==> src/rtl/i2s_rx.sv <==
// I2S receiver: deserialises sdata into left/right sample pairs offered on a valid/ready interface.
// Optional saturating drop counter (overrun_cnt / overrun_clr) is built when I2S_RX_OVERRUN_CNT_EN is defined.
module i2s_rx #(
  parameter int unsigned DATA_WIDTH = 24
) (
  input  logic                  clk,
  input  logic                  rst_n,
  input  logic                  bclk,
  input  logic                  lrclk,
  input  logic                  sdata,
  output logic [DATA_WIDTH-1:0] out_left,
  output logic [DATA_WIDTH-1:0] out_right,
  output logic                  out_valid,
  input  logic                  out_ready,
`ifdef I2S_RX_OVERRUN_CNT_EN
  input  logic                  overrun_clr,
  output logic [7:0]            overrun_cnt,
`endif
  output logic                  overrun
);

  generate
    if (DATA_WIDTH < 8 || DATA_WIDTH > 31) begin : g_bad_width
      $error("i2s_rx: DATA_WIDTH must be within 8..31");
    end
  endgenerate

  typedef enum logic {SYNC, RUN} state_e;

  localparam logic [4:0] IDX_LAST = 5'(DATA_WIDTH);

  logic                  sdata_d1_q, sdata_d2_q;
  logic                  bclk_d1_q, bclk_d2_q, bclk_d3_q;
  logic                  lrclk_d1_q, lrclk_d2_q;
  logic                  rise;
  logic                  lr_prev_q, lr_prev_d;
  logic [4:0]            idx_q, idx_d;
  logic [DATA_WIDTH-1:0] sr_q, sr_d;
  logic [DATA_WIDTH-1:0] left_hold_q, left_hold_d;
  logic [DATA_WIDTH-1:0] word;
  logic                  left_ok_q, left_ok_d;
  state_e                state_q, state_d;
  logic [DATA_WIDTH-1:0] left_q, left_d, right_q, right_d;
  logic                  valid_q, valid_d;
  logic                  overrun_q, overrun_d;
  logic                  frame_done;

  always_comb begin
    rise        = bclk_d2_q & ~bclk_d3_q;
    word        = {sr_q[DATA_WIDTH-2:0], sdata_d2_q};
    lr_prev_d   = lr_prev_q;
    idx_d       = idx_q;
    sr_d        = sr_q;
    left_hold_d = left_hold_q;
    left_ok_d   = left_ok_q;
    state_d     = state_q;
    left_d      = left_q;
    right_d     = right_q;
    valid_d     = valid_q;
    overrun_d   = 1'b0;
    frame_done  = 1'b0;

    if (rise) begin
      lr_prev_d = lrclk_d2_q;
      if (lrclk_d2_q != lr_prev_q) begin
        idx_d = '0;
      end else if (idx_q != 5'd31) begin
        idx_d = idx_q + 5'd1;
      end
      // Slot 0 is the I2S delay bit; bits past the word width are truncated.
      if (idx_d >= 5'd1 && idx_d <= IDX_LAST) begin
        sr_d = word;
      end
      case (state_q)
        SYNC: begin
          if (lr_prev_q && !lrclk_d2_q) begin
            state_d = RUN;
          end
        end
        RUN: begin
          if (idx_d == '0 && !lrclk_d2_q) begin
            left_ok_d = 1'b0;
          end
          if (idx_d == IDX_LAST) begin
            if (!lrclk_d2_q) begin
              left_hold_d = word;
              left_ok_d   = 1'b1;
            end else if (left_ok_q) begin
              frame_done = 1'b1;
            end
          end
        end
        default: state_d = SYNC;
      endcase
    end

    if (valid_q && out_ready) begin
      valid_d = 1'b0;
    end
    // A transfer in the completion cycle frees the slot for the new pair.
    if (frame_done) begin
      if (!valid_q || out_ready) begin
        left_d  = left_hold_q;
        right_d = word;
        valid_d = 1'b1;
      end else begin
        overrun_d = 1'b1;
      end
    end
  end

  always_ff @(posedge clk or negedge rst_n) begin
    if (!rst_n) begin
      sdata_d1_q  <= 1'b0;
      sdata_d2_q  <= 1'b0;
      bclk_d1_q   <= 1'b0;
      bclk_d2_q   <= 1'b0;
      bclk_d3_q   <= 1'b0;
      lrclk_d1_q  <= 1'b0;
      lrclk_d2_q  <= 1'b0;
      lr_prev_q   <= 1'b0;
      idx_q       <= '0;
      sr_q        <= '0;
      left_hold_q <= '0;
      left_ok_q   <= 1'b0;
      state_q     <= SYNC;
      left_q      <= '0;
      right_q     <= '0;
      valid_q     <= 1'b0;
      overrun_q   <= 1'b0;
    end else begin
      sdata_d1_q  <= sdata;
      sdata_d2_q  <= sdata_d1_q;
      bclk_d1_q   <= bclk;
      bclk_d2_q   <= bclk_d1_q;
      bclk_d3_q   <= bclk_d2_q;
      lrclk_d1_q  <= lrclk;
      lrclk_d2_q  <= lrclk_d1_q;
      lr_prev_q   <= lr_prev_d;
      idx_q       <= idx_d;
      sr_q        <= sr_d;
      left_hold_q <= left_hold_d;
      left_ok_q   <= left_ok_d;
      state_q     <= state_d;
      left_q      <= left_d;
      right_q     <= right_d;
      valid_q     <= valid_d;
      overrun_q   <= overrun_d;
    end
  end

  assign out_left  = left_q;
  assign out_right = right_q;
  assign out_valid = valid_q;
  assign overrun   = overrun_q;

`ifdef I2S_RX_OVERRUN_CNT_EN
  logic [7:0] cnt_q, cnt_d;

  always_comb begin
    cnt_d = cnt_q;
    if (overrun_clr) begin
      cnt_d = '0;
    end else if (overrun_d && cnt_q != 8'hFF) begin
      cnt_d = cnt_q + 8'd1;
    end
  end

  always_ff @(posedge clk or negedge rst_n) begin
    if (!rst_n) begin
      cnt_q <= '0;
    end else begin
      cnt_q <= cnt_d;
    end
  end

  assign overrun_cnt = cnt_q;
`endif

endmodule

==> config.mk <==
export PLATFORM = sky130hd
export DESIGN_NAME = i2s_rx
export DESIGN_NICKNAME = d
export VERILOG_FILES = /design/src/rtl/i2s_rx.sv
export SDC_FILE = /design/constraint.sdc
export NUM_CORES = 1
export LEC_CHECK = 0
export CORE_MARGIN = 2
export CORE_UTILIZATION = 36
export DETAILED_ROUTE_END_ITERATION = 8
export PLACE_DENSITY = 0.55
export RECOVER_POWER = 100
export SLEW_MARGIN = 20
export SYNTH_ARGS = -nofsm -noshare
export SYNTH_HDL_FRONTEND = slang
export SYNTH_SLANG_ARGS = --single-unit
==> constraint.sdc <==
create_clock -name clk -period 5.75 [get_ports clk]
set_input_delay 1.4375 -clock clk [delete_from_list [all_inputs] [get_ports clk]]
set_output_delay 1.4375 -clock clk [all_outputs]
set_load 0.01 [all_outputs]
==> summary.txt <==
Outcome
  – Outcome: complete, but fails checks
  – Failing checks: max-capacitance violations, max-slew violations

Critical path
  – CP Capture Type: flip-flop
  – Worst R2R Setup Slack: 1740 ps
  – Crit path max fanout: 36
  – FF-to-FF End: out_left[9]$_DFFE_PN0P_
  – Critical-path cell with the highest stage delay: clkbuf_2
  – Reg2reg start: idx_q[0]$_DFFE_PN0P_
  – Critical Path Start: idx_q[0]$_DFFE_PN0P_
  – Crit path launch type: flip-flop
  – CP top delay family: compound AO/OA/AOI/OAI gates
  – CP peak stage delay: 850 ps
  – WP data required: 5970 ps
  – Critical path type: reg -> reg
  – Worst path cell trace: ha_1, a21boi_0, a2111oi_0, o2111ai_1, nor3b_4, clkbuf_2, mux2_2
  – Reg2reg path depth: 7
  – CP Buf/Inv Count: 1
  – Critical Path AT: 4230 ps

Route
  – Initial DRC count: 59
  – Avg WL per Cell: 15.19 um
  – DR pass1 iterations: 6
  – Post-route DRC: 0
  – Vias per cell: 4.887
  – DR vias: 2,336
  – ANT nets after route: 0
  – Final wirelength: 7263 um

Synth
  – Synthesized cell area: 4299 sq um
  – Syn nets: 277
  – Synth cell types: 31
  – Syn avg cell area: 15.98 sq um
  – Yosys top cell by area: dfrtp_1
  – Seq/Total Area, Yosys: 65.19%
  – Top post-synthesis cells by area: dfrtp_1 65%, mux2_2 19%, mux2_1 5.5%, nand2_1 1.1%, buf_6 0.79%
  – Mapped Cells: 269
  – Synth warn: 0
  – Flops & latches, synth: 112
  – Post-synth top area share: 65.19%

Cells and area
  – Area added between synthesis and finish: 22.29%
  – Layout cells sized above 1: 28.36%
  – Fillers: 1,070
  – Fin cells: 478
  – Final #Nets: 338
  – Area taken by multi-input logic gates: 1389 sq um
  – Ant diodes: 0
  – Final Instance Area: 5258 sq um
  – FF+latch area: 2803 sq um

Global routing
  – First-pass GRT wire length: 12,660 um
  – Initial antenna violation count: 0
  – Vias in the first global route: 2,500
  – Largest net degree at the start of global routing: 77
  – Grt total ovfl: 0
  – Overall routing resource usage: 12.57%

Timing
  – Fin. Hold Viols: 0
  – Tcrit/Tclk final: 69.70%
  – Relative slew slack: -22.37%
  – Upper clock frequency limit: 249.5 MHz
  – Worst-Margin Slew: 1836 ps
  – RSZ-0062 raised after global routing: no
  – Setup-failing EPs final: 0
  – Min Tclk post-route: 4008 ps
  – Setup TNS Final: 0 ps
  – Max Clock Skew: 9.035 ps
  – Final slew viol count: 88

Worst hold path
  – Hold endpoint: bclk_d2_q$_DFF_PN0_
  – Hold path cells: 0
  – Hold Crit Start: bclk_d1_q$_DFF_PN0_
  – Worst hold path class: reg -> reg

CTS
  – Post-CTS Setup Bufs: 0
  – CTS root buffer: clkbuf_16
  – Number of cells upsized or downsized after cts: 0
  – Hold_buf cts: 0
  – H-tree depth: 3
  – CTS tree: built
  – Clk slew on worst S/H paths: 70 ps
  – Clk sinks: 112
  – Clock latency on the worst-skew pair: 340 ps
  – Clock Path Buffers: 2
  – TritonCTS buffer count: 9

Pwr
  – Leakage: 2.710 nW
  – Cell area power density: 304.3 nW/um^2
  – Worst vdd ir: 159.1 uV
  – Total design power: 1.600 mW

Die
  – Die width: 113.3 um
  – Core area: 11,520 sq um
  – IO Pins: 56
  – FP Rows: 39
  – Die area: 12,830 sq um
  – Starting Density: 37.33%
  – Die height: 113.3 um

Placed design
  – Dpl cells: 462
  – Number of port buffers: 55
  – Placer congestion estimate: 0.7383
  – Placed Area: 4996 sq um
  – Post-DP HPWL: 4744 um

Flow run
  – Max cap viols: 2
cell usage in the layout, fill, tap and decap left out, drive strengths merged, types with 3 or more instances in the layout:
| master | count |
|---|---|
| mux2 | 95 |
| inv | 4 |
| o21ai | 3 |
| nor2 | 3 |
| a21oi | 3 |
| nand2 | 13 |
| dlygate4sd3 | 53 |
| dfrtp | 112 |
| nand2b | 4 |
| clkbuf | 14 |
state kept, by name (all words and copies together) (netlist names), 5 cells and up:
signal       cells
left_hold_q     24
sr_q            23
out_left        24
idx_q            5
out_right       24
Yosys cell counts:
| cell | instances |
|---|---|
| inv_1 | 2 |
| and3_1 | 1 |
| nor2_2 | 1 |
| o21ai_0 | 3 |
| or2_2 | 1 |
| and2_1 | 2 |
| buf_6 | 3 |
| mux2_1 | 21 |
| a21boi_1 | 2 |
| a211oi_2 | 1 |
| a31oi_1 | 2 |
| a2111oi_4 | 1 |
| a211o_1 | 1 |
| and4_1 | 1 |
| o31ai_1 | 2 |
| buf_4 | 4 |
| buf_2 | 2 |
| a21oi_1 | 3 |
| mux2_2 | 74 |
| o211ai_1 | 1 |
| ha_1 | 2 |
| dfrtp_1 | 112 |
| a22o_1 | 1 |
| nand2_1 | 13 |
| a21o_1 | 2 |
| nor2_1 | 2 |
| nor3b_2 | 1 |
| nand2b_1 | 4 |
| o2111ai_2 | 1 |
| nor2b_1 | 2 |
| nor4_1 | 1 |
through the flow:
step,util (%),setup slack [ps],hold WS (ps)
detailed placement,43.38,1973,334.7
global placement,43.38,2012,333.2
CTS,46.11,2317,351.8
global route,45.65,1351,361.9
finish,45.65,1742,348.0
floorplan,-,3224,331.2
logic make-up after synthesis:
family / Yosys count / synth area share [%]
buf+inv: 11 / 1.892
fa+ha+maj: 2 / 0.5820
flops: 112 / 65.19
mux: 95 / 24.88
compound gates: 20 / 3.899
simple gates: 29 / 3.551
layout make-up:
cell class / count / area share, %
flip-flops and latches: 112 / 53.31
multi-input cells: 146 / 26.42
repair buffers: 59 / 10.76
clock buffers: 10 / 4.545
well taps: 143 / 3.403
clock inverters: 6 / 1.428
inverters: 2 / 0.1428
worst max-delay path by stage:
stage / slack [ps] / end / depth (start not counted)
global placement: 2010 / out_right[0]$_DFFE_PN0P_ / 5
global route: 1350 / out_left[23]$_DFFE_PN0P_ / 7
CTS: 2320 / out_left[9]$_DFFE_PN0P_ / 5
finish: 1740 / out_left[9]$_DFFE_PN0P_ / 7
detailed placement: 1970 / out_left[9]$_DFFE_PN0P_ / 5
floorplan: 3220 / out_left[0]$_DFFE_PN0P_ / 5
per-layer routing:
layer  wire length [um]  share of wire, %  GRT usage [%]  vias to the layer above
li1                   -                 -              -                     1075
met1               3414                47          16.69                     1217
met2               3479                48          19.72                       38
met3                267               3.7          3.321                        6
met4                101               1.4          5.122                        0
met5                  0                 0              0                        -
power by group:
part           internal, mW  total (mW)  switching, mW
combinational        0.0441      0.0901         0.0460
sequential            0.828       0.868         0.0405
clock                 0.356       0.642          0.286
Note: power is estimated with default switching activity, not from simulation.
